--- config.mk ---
export PLATFORM = sky130hd
export DESIGN_NAME = pc_jump_ctrl
export DESIGN_NICKNAME = d
export VERILOG_FILES = /design/src/rtl/cpu_pkg.sv /design/src/rtl/pc_next_sel.sv /design/src/rtl/pc_jump_ctrl.sv
export SDC_FILE = /design/constraint.sdc
export NUM_CORES = 1
export LEC_CHECK = 0
export ABC_AREA = 1
export ABC_CLOCK_PERIOD_IN_PS = 1600
export BUFFER_PORTS_ARGS = -buffer_cell sky130_fd_sc_hd__buf_2
export CELL_PAD_IN_SITES_DETAIL_PLACEMENT = 1
export CELL_PAD_IN_SITES_GLOBAL_PLACEMENT = 1
export CORE_UTILIZATION = 33
export CTS_BUF_LIST = sky130_fd_sc_hd__clkbuf_16
export DETAILED_ROUTE_END_ITERATION = 6
export GPL_ROUTABILITY_DRIVEN = 0
export GPL_TIMING_DRIVEN = 0
export PLACE_DENSITY_LB_ADDON = 0.25
export SYNTH_ARGS = -nofsm -noshare
export SYNTH_HDL_FRONTEND = slang
export SYNTH_SLANG_ARGS = --single-unit
--- constraint.sdc ---
create_clock -name clock -period 1.6 [get_ports clock]
set_clock_uncertainty 0.05 [all_clocks]
set_input_delay 0.24 -clock clock [delete_from_list [all_inputs] [get_ports clock]]
set_output_delay 0.24 -clock clock [all_outputs]
set_load 0.02 [all_outputs]
--- src/rtl/cpu_pkg.sv ---
// Shared CID2 core definitions: PC controller states and default sizing.
// Used by pc_jump_ctrl and pc_next_sel.
package cpu_pkg;

  typedef enum logic [1:0] {IDLE, FETCH, EXEC} pc_state_t;

  localparam int PC_W_DEF     = 8;
  localparam int RESET_PC_DEF = 0;

endpackage

--- src/rtl/pc_next_sel.sv ---
// Next-PC selection and taken decision for the execute cycle.
// Optional jump-if-not-zero decode is enabled by defining JMPNZ_EN.
module pc_next_sel
  import cpu_pkg::*;
#(
  parameter int PC_W     = PC_W_DEF,
  parameter int RESET_PC = RESET_PC_DEF
) (
  input  logic [PC_W-1:0] pc,
  input  logic [PC_W-1:0] target_i,
  input  logic            halt_i,
  input  logic            jmp_i,
  input  logic            jmpz_i,
`ifdef JMPNZ_EN
  input  logic            jmpnz_i,
`endif
  input  logic            zero_flag_i,
  output logic [PC_W-1:0] next_pc,
  output logic            taken
);

  logic branch_hit;

  always_comb begin
    branch_hit = jmp_i || (jmpz_i && zero_flag_i);
`ifdef JMPNZ_EN
    branch_hit = branch_hit || (jmpnz_i && !zero_flag_i);
`endif
    next_pc = pc + PC_W'(1);
    taken   = 1'b0;
    // halt wins over every branch and never reports a taken jump
    if (halt_i) begin
      next_pc = PC_W'(RESET_PC);
    end else if (branch_hit) begin
      next_pc = target_i;
      taken   = 1'b1;
    end
  end

endmodule

--- src/rtl/pc_jump_ctrl.sv ---
// CID2 program counter / jump controller: IDLE -> FETCH (req/ack) -> EXEC loop.
// Define JMPNZ_EN to add the jmpnz_i jump-if-not-zero decode input.
module pc_jump_ctrl
  import cpu_pkg::*;
#(
  parameter int PC_W     = PC_W_DEF,
  parameter int RESET_PC = RESET_PC_DEF
) (
  input  logic            clock,
  input  logic            reset_n,
  input  logic            start_i,
  output logic            fetch_req_o,
  output logic [PC_W-1:0] fetch_addr_o,
  input  logic            fetch_ack_i,
  input  logic            jmp_i,
  input  logic            jmpz_i,
`ifdef JMPNZ_EN
  input  logic            jmpnz_i,
`endif
  input  logic            halt_i,
  input  logic [PC_W-1:0] target_i,
  input  logic            zero_flag_i,
  output logic [PC_W-1:0] pc_o,
  output logic            taken_o,
  output logic            busy_o
);

  pc_state_t       state;
  logic [PC_W-1:0] pc;
  logic [PC_W-1:0] next_pc;
  logic            taken_nxt;

  pc_next_sel #(
    .PC_W     (PC_W),
    .RESET_PC (RESET_PC)
  ) u_next_sel (
    .pc          (pc),
    .target_i    (target_i),
    .halt_i      (halt_i),
    .jmp_i       (jmp_i),
    .jmpz_i      (jmpz_i),
`ifdef JMPNZ_EN
    .jmpnz_i     (jmpnz_i),
`endif
    .zero_flag_i (zero_flag_i),
    .next_pc     (next_pc),
    .taken       (taken_nxt)
  );

  // Outputs are registered alongside the state so they change only on edges
  always_ff @(posedge clock or negedge reset_n) begin
    if (!reset_n) begin
      state       <= IDLE;
      pc          <= PC_W'(RESET_PC);
      fetch_req_o <= 1'b0;
      taken_o     <= 1'b0;
      busy_o      <= 1'b0;
    end else begin
      taken_o <= 1'b0;
      case (state)
        IDLE: begin
          if (start_i) begin
            state       <= FETCH;
            fetch_req_o <= 1'b1;
            busy_o      <= 1'b1;
          end
        end
        FETCH: begin
          if (fetch_ack_i) begin
            state       <= EXEC;
            fetch_req_o <= 1'b0;
          end
        end
        EXEC: begin
          pc      <= next_pc;
          taken_o <= taken_nxt;
          if (halt_i) begin
            state  <= IDLE;
            busy_o <= 1'b0;
          end else begin
            state       <= FETCH;
            fetch_req_o <= 1'b1;
          end
        end
        default: begin
          state       <= IDLE;
          fetch_req_o <= 1'b0;
          busy_o      <= 1'b0;
        end
      endcase
    end
  end

  assign pc_o         = pc;
  assign fetch_addr_o = pc;

endmodule
# Word-level counts from Yosys, hierarchy flattened
# Index checks and enable logic that the tools add are counted.
# classes
add_sub_neg,1
n_eq_ne,6
n_mux,15
n_bitwise,1
n_reduce_logical,6
# op_table
cell,count
8-bit 2-to-1 mux,2
8-bit by 1-bit adder with 8-bit output (second input constant),1
1-bit 2-to-1 mux,8
2-bit inequality test (second input constant),4
1-bit case mux with 3 select lines,2
2-bit case mux with 3 select lines,1
3-bit AND reduction,2
2-bit 2-to-1 mux,2
2-bit by 1-bit equality test with 1-bit output (second input constant),1
2-bit equality test (second input constant),1
2-bit logical NOT,1
2-bit AND reduction,1
1-bit logical AND,1
1-bit logical OR,1
1-bit NOT,1
# word_totals
ff_bits,13
inputBits,16
output_inout_bits,19
word_cells,34

# Longest topological paths before layout
# logic_depth
depth_word,5
depth_mapped,7
mapped_depth_nobuf,7

# Modules after synthesis
# From an unflattened synthesis, not the netlist that was laid out.
# unflattened
hier_cells,123
hier_area_um2,894.6
# modules_own_cells
mod,n_inst,cells_each,area_per_inst_um2,seq_area_each_um2
pc_jump_ctrl,1,68,611.8,325.3
pc_next_sel,1,55,282.8,0.0

# Least setup slack after synthesis
# Ideal clock, no wire load.
# synth_timing
path_kind,register to register
startpoint,reg pc[0] (netlist: fetch_addr_o[0])
endpoint,reg pc[6] (netlist: fetch_addr_o[6])
setup_time_ns,0.117
arrival_time_ns,1.143
required_time_ns,1.433
setup_slack_ns,0.291
path_stages_with_launch,7
path_buffers,0
period_less_slack_ns,1.309
path_cell_list,dfrtp_1 > ha_1 > nand3_2 > o21ai_1 > nand3_1 > nand2_1 > nand2_1
# synth_via
elab_chain_cells,3
# synth_lines
item,line_no,source
"start, declared",pc_jump_ctrl.sv:29,logic [PC_W-1:0] pc;
"start signal, assigned",pc_jump_ctrl.sv:54,pc <= PC_W'(RESET_PC);
"start signal, assigned",pc_jump_ctrl.sv:75,pc <= next_pc;
8-bit by 1-bit adder with 8-bit output,pc_next_sel.sv:29,next_pc = pc + PC_W'(1);
8-bit 2-to-1 mux,pc_next_sel.sv:34,end else if (branch_hit) begin
8-bit 2-to-1 mux,pc_next_sel.sv:32,if (halt_i) begin
# Every way passes these cells.
# A chain may end at the register's enable or synchronous reset.

# Final worst setup path
# layout_timing
startpoint,reg pc[2] (netlist: fetch_addr_o[2])
endpoint,out pc_o[2]
# layout_lines
item,line_no,source
"end, declared",pc_jump_ctrl.sv:23,"output logic [PC_W-1:0] pc_o,"
# No word-level cell between the ends.

==> impl_metrics.env <==
export IMPL_syn_inst=119
export IMPL_setup_ws_ns=0.281
export IMPL_seq_area_frac_synth_pct=36.4
export IMPL_reg2reg_depth=6
export IMPL_io_pin_count=35
export IMPL_async_flop_share_pct=100
export IMPL_fillers=323
export IMPL_grt_setup_unrepaired="no"
export IMPL_yosysWarnings=0
export IMPL_place_hpwl_um=1740
export IMPL_postCtsSetupRepairBufs=0
export IMPL_cts_buf_count=3
export IMPL_min_path_cells=3
export IMPL_post_cts_resized=0
export IMPL_drcViolationCount=0
export IMPL_synthDistinctLibCells=23
export IMPL_timing_max_slew_rel_slack_pct=78.2
export IMPL_netSwitchingFraction_pct=43.0
export IMPL_total_power_uw=2040
export IMPL_cellLeakagePower_uw=0.000660
export IMPL_cp_data_required_time_ns=1.31
export IMPL_power_density_cell_area_nw_per_um2=1710
export IMPL_clock_latency_ns=0.24
export IMPL_dr_pass1_iters=4
export IMPL_htree_num_levels=1
export IMPL_final_max_slew_violation_count=0
export IMPL_sinks_on_the_clock_net=13
export IMPL_cts_root_buffer_cell="sky130_fd_sc_hd__clkbuf_16"
export IMPL_area_growth_syn_to_layout_pct=33.1
export IMPL_wl_per_cell_um=12.2
export IMPL_number_of_flops_mapped_to_enable_cells_by_yosys=0
export IMPL_number_of_antenna_violating_nets_in_the_routed_design=0
export IMPL_core_area_um2=2520
export IMPL_buffer_ports_inserted=34
export IMPL_worstPathArrival_ns=1.03
export IMPL_grt_pass1_wl_um=3860
export IMPL_hold_slack_ns=0.190
export IMPL_clockBufferDepth=2
export IMPL_layout_commonest_cell="sky130_fd_sc_hd__nand2_1"
export IMPL_finalSetupViolations=0
export IMPL_clk_pin_slew_worst_paths_ns=0.05
export IMPL_final_min_period_over_clock_period_pct=82.4
export IMPL_die_h_um=54.1
export IMPL_final_period_minus_worst_setup_slack_ns=1.32
export IMPL_post_synth_cell_area_avg_um2=7.52
export IMPL_globalRouteTotalUtil_pct=18.7
export IMPL_routed_wl_um=2300
export IMPL_final_count_of_hold_timing_violations=0
export IMPL_post_synthesis_cell_area_um2=895
export IMPL_startpoint_type_of_the_worst_setup_path="register"
export IMPL_power_switching_uw=877
export IMPL_die_width_um=54.1
export IMPL_critPathMaxFanout=8
export IMPL_portion_of_total_power_attributed_to_the_clock_network_pct=23.3
export IMPL_timing_hold_worst_endpoint="state[1]"
export IMPL_hold_path_class="in -> reg"
export IMPL_initial_core_utilization_pct=35.5
export IMPL_floorplan_row_count=18
export IMPL_finalSetupTns_ns=0
export IMPL_detail_route_vias_per_cell=4.65
export IMPL_end_kind="output port"
export IMPL_ff2ff_setup_slack_ns=0.29
export IMPL_max_cap_violations=0
export IMPL_post_route_cells_drive_above_1_share_pct=39.9
export IMPL_first_global_vias=843
export IMPL_reg2reg_from="fetch_addr_o[0]"
export IMPL_outcome="finished clean"
export IMPL_detailedPlace_worstSlack_ns=0.293
export IMPL_max_clock_freq_ghz=0.758
export IMPL_crit_type="reg -> out"
export IMPL_routed_via_count=874
export IMPL_tightest_slew_ns=0.326
export IMPL_mappedNetlistNets=136
export IMPL_insertedDiodeCount=0
export IMPL_largest_net_degree_at_the_start_of_global_routing=14
export IMPL_finish_net_count=176
export IMPL_most_common_layout_cells="sky130_fd_sc_hd__nand2_1 (35), sky130_fd_sc_hd__buf_2 (34), sky130_fd_sc_hd__nor2_1 (19)"
export IMPL_ys_dominant_reg_cell="sky130_fd_sc_hd__dfrtp_1"
export IMPL_tritoncts="yes"
export IMPL_floorplan_die_area_um2=2920
export IMPL_ir_worst_vdd_uv=819
export IMPL_power_combinational_fraction_pct=46.5
export IMPL_drtIter0Drc=7
export IMPL_globalRoute_totalOverflow=0
export IMPL_ff_to_ff_end="fetch_addr_o[4]"
export IMPL_hold_path_origin="fetch_ack_i"
export IMPL_pwr_share_seq_pct=30.2
export IMPL_internal_power_uw=1160
export IMPL_grt_antenna_before_repair=0
export IMPL_ys_seq_elements=13
==> stage by stage <==
step,area [µm²],std cells,utilization [%]
6_report,1190,188,47.2
5_1_grt,1190,188,47.2
4_1_cts,1190,188,47.2
3_5_place_dp,1100,183,43.7
3_3_place_gp,1100,183,43.7
2_1_floorplan,895,119,-
==> sequential cells by signal (all words and copies together) (netlist names) <==
signal and cells:
busy_o 1, fetch_addr_o 8, fetch_req_o 1, state 2, taken_o 1
==> metal layers <==
layer / GRT usage (%) / vias up / part of all wire [%]
met1: 23.6 / 416 / 44
li1: - / 439 / -
met3: 2.54 / 2 / 3.0
met2: 32.7 / 17 / 52
met5: 0 / - / 0
met4: 5.13 / 0 / 0.65
==> what timing repair did <==
action	4_1_cts	5_1_grt
hold endpoints to repair	13	0
hold buffers	1	0
endpoints found under the setup margin	0	0
==> cells by family after synthesis <==
family | after synthesis | share of synthesized area (%)
flip-flops | 13 | 36.4
XOR/XNOR | 1 | 0.979
adder cells (fa/ha/maj) | 1 | 1.40
buffers and inverters | 25 | 15.5
AND/OR/NAND/NOR | 67 | 34.3
AO/OA/AOI/OAI | 12 | 11.5
==> worst max-delay path, cell delays in order (launching register included) <==
cell	delay [ns]
sky130_fd_sc_hd__dfrtp_1	0.48
sky130_fd_sc_hd__buf_4	0.16
sky130_fd_sc_hd__buf_2	0.15
==> power by group through the flow <==
stage               combinational, µW  clock, µW  sequential [µW]
detailed placement                965          0              618
floorplan                         568          0              711
finish                            948        475              615
CTS                               969        484              617
global route                     1060        494              643
global placement                  936          0              611
==> area by class of cell <==
class	count	area [µm²]	area share, %
Timing Repair Buffer	35	180	15.1
Clock inverter	1	3.75	0.315
Clock buffer	3	75.1	6.30
Multi-Input combinational cell	81	430	36.1
Buffer	9	71.3	5.99
Inverter	16	67.6	5.67
Tap cell	30	37.5	3.15
Sequential cell	13	325	27.3
==> synthesized netlist by cell type, types with 3 or more instances <==
cell type | number | area share (%)
sky130_fd_sc_hd__nand3_1 | 6 | 3.4
sky130_fd_sc_hd__buf_4 | 8 | 6.7
sky130_fd_sc_hd__inv_1 | 13 | 5.5
sky130_fd_sc_hd__nor2_1 | 19 | 8.0
sky130_fd_sc_hd__o21ai_1 | 3 | 1.7
sky130_fd_sc_hd__nand3_2 | 3 | 3.4
sky130_fd_sc_hd__dfrtp_1 | 13 | 36
sky130_fd_sc_hd__nand2_1 | 35 | 15
sky130_fd_sc_hd__o21ai_2 | 5 | 4.9
==> worst max path at each step <==
stage,depth (start not counted),end,slack (ns),startpoint
4_1_cts,2,pc_o[2],0.27,fetch_addr_o[2]
2_1_floorplan,6,fetch_addr_o[6],0.29,fetch_addr_o[0]
5_1_grt,6,fetch_addr_o[6],0.14,fetch_addr_o[0]
6_report,2,pc_o[2],0.28,fetch_addr_o[2]
3_3_place_gp,6,fetch_addr_o[4],0.33,fetch_addr_o[0]
3_5_place_dp,6,fetch_addr_o[4],0.29,fetch_addr_o[0]
(Power assumes the default switching activity.)
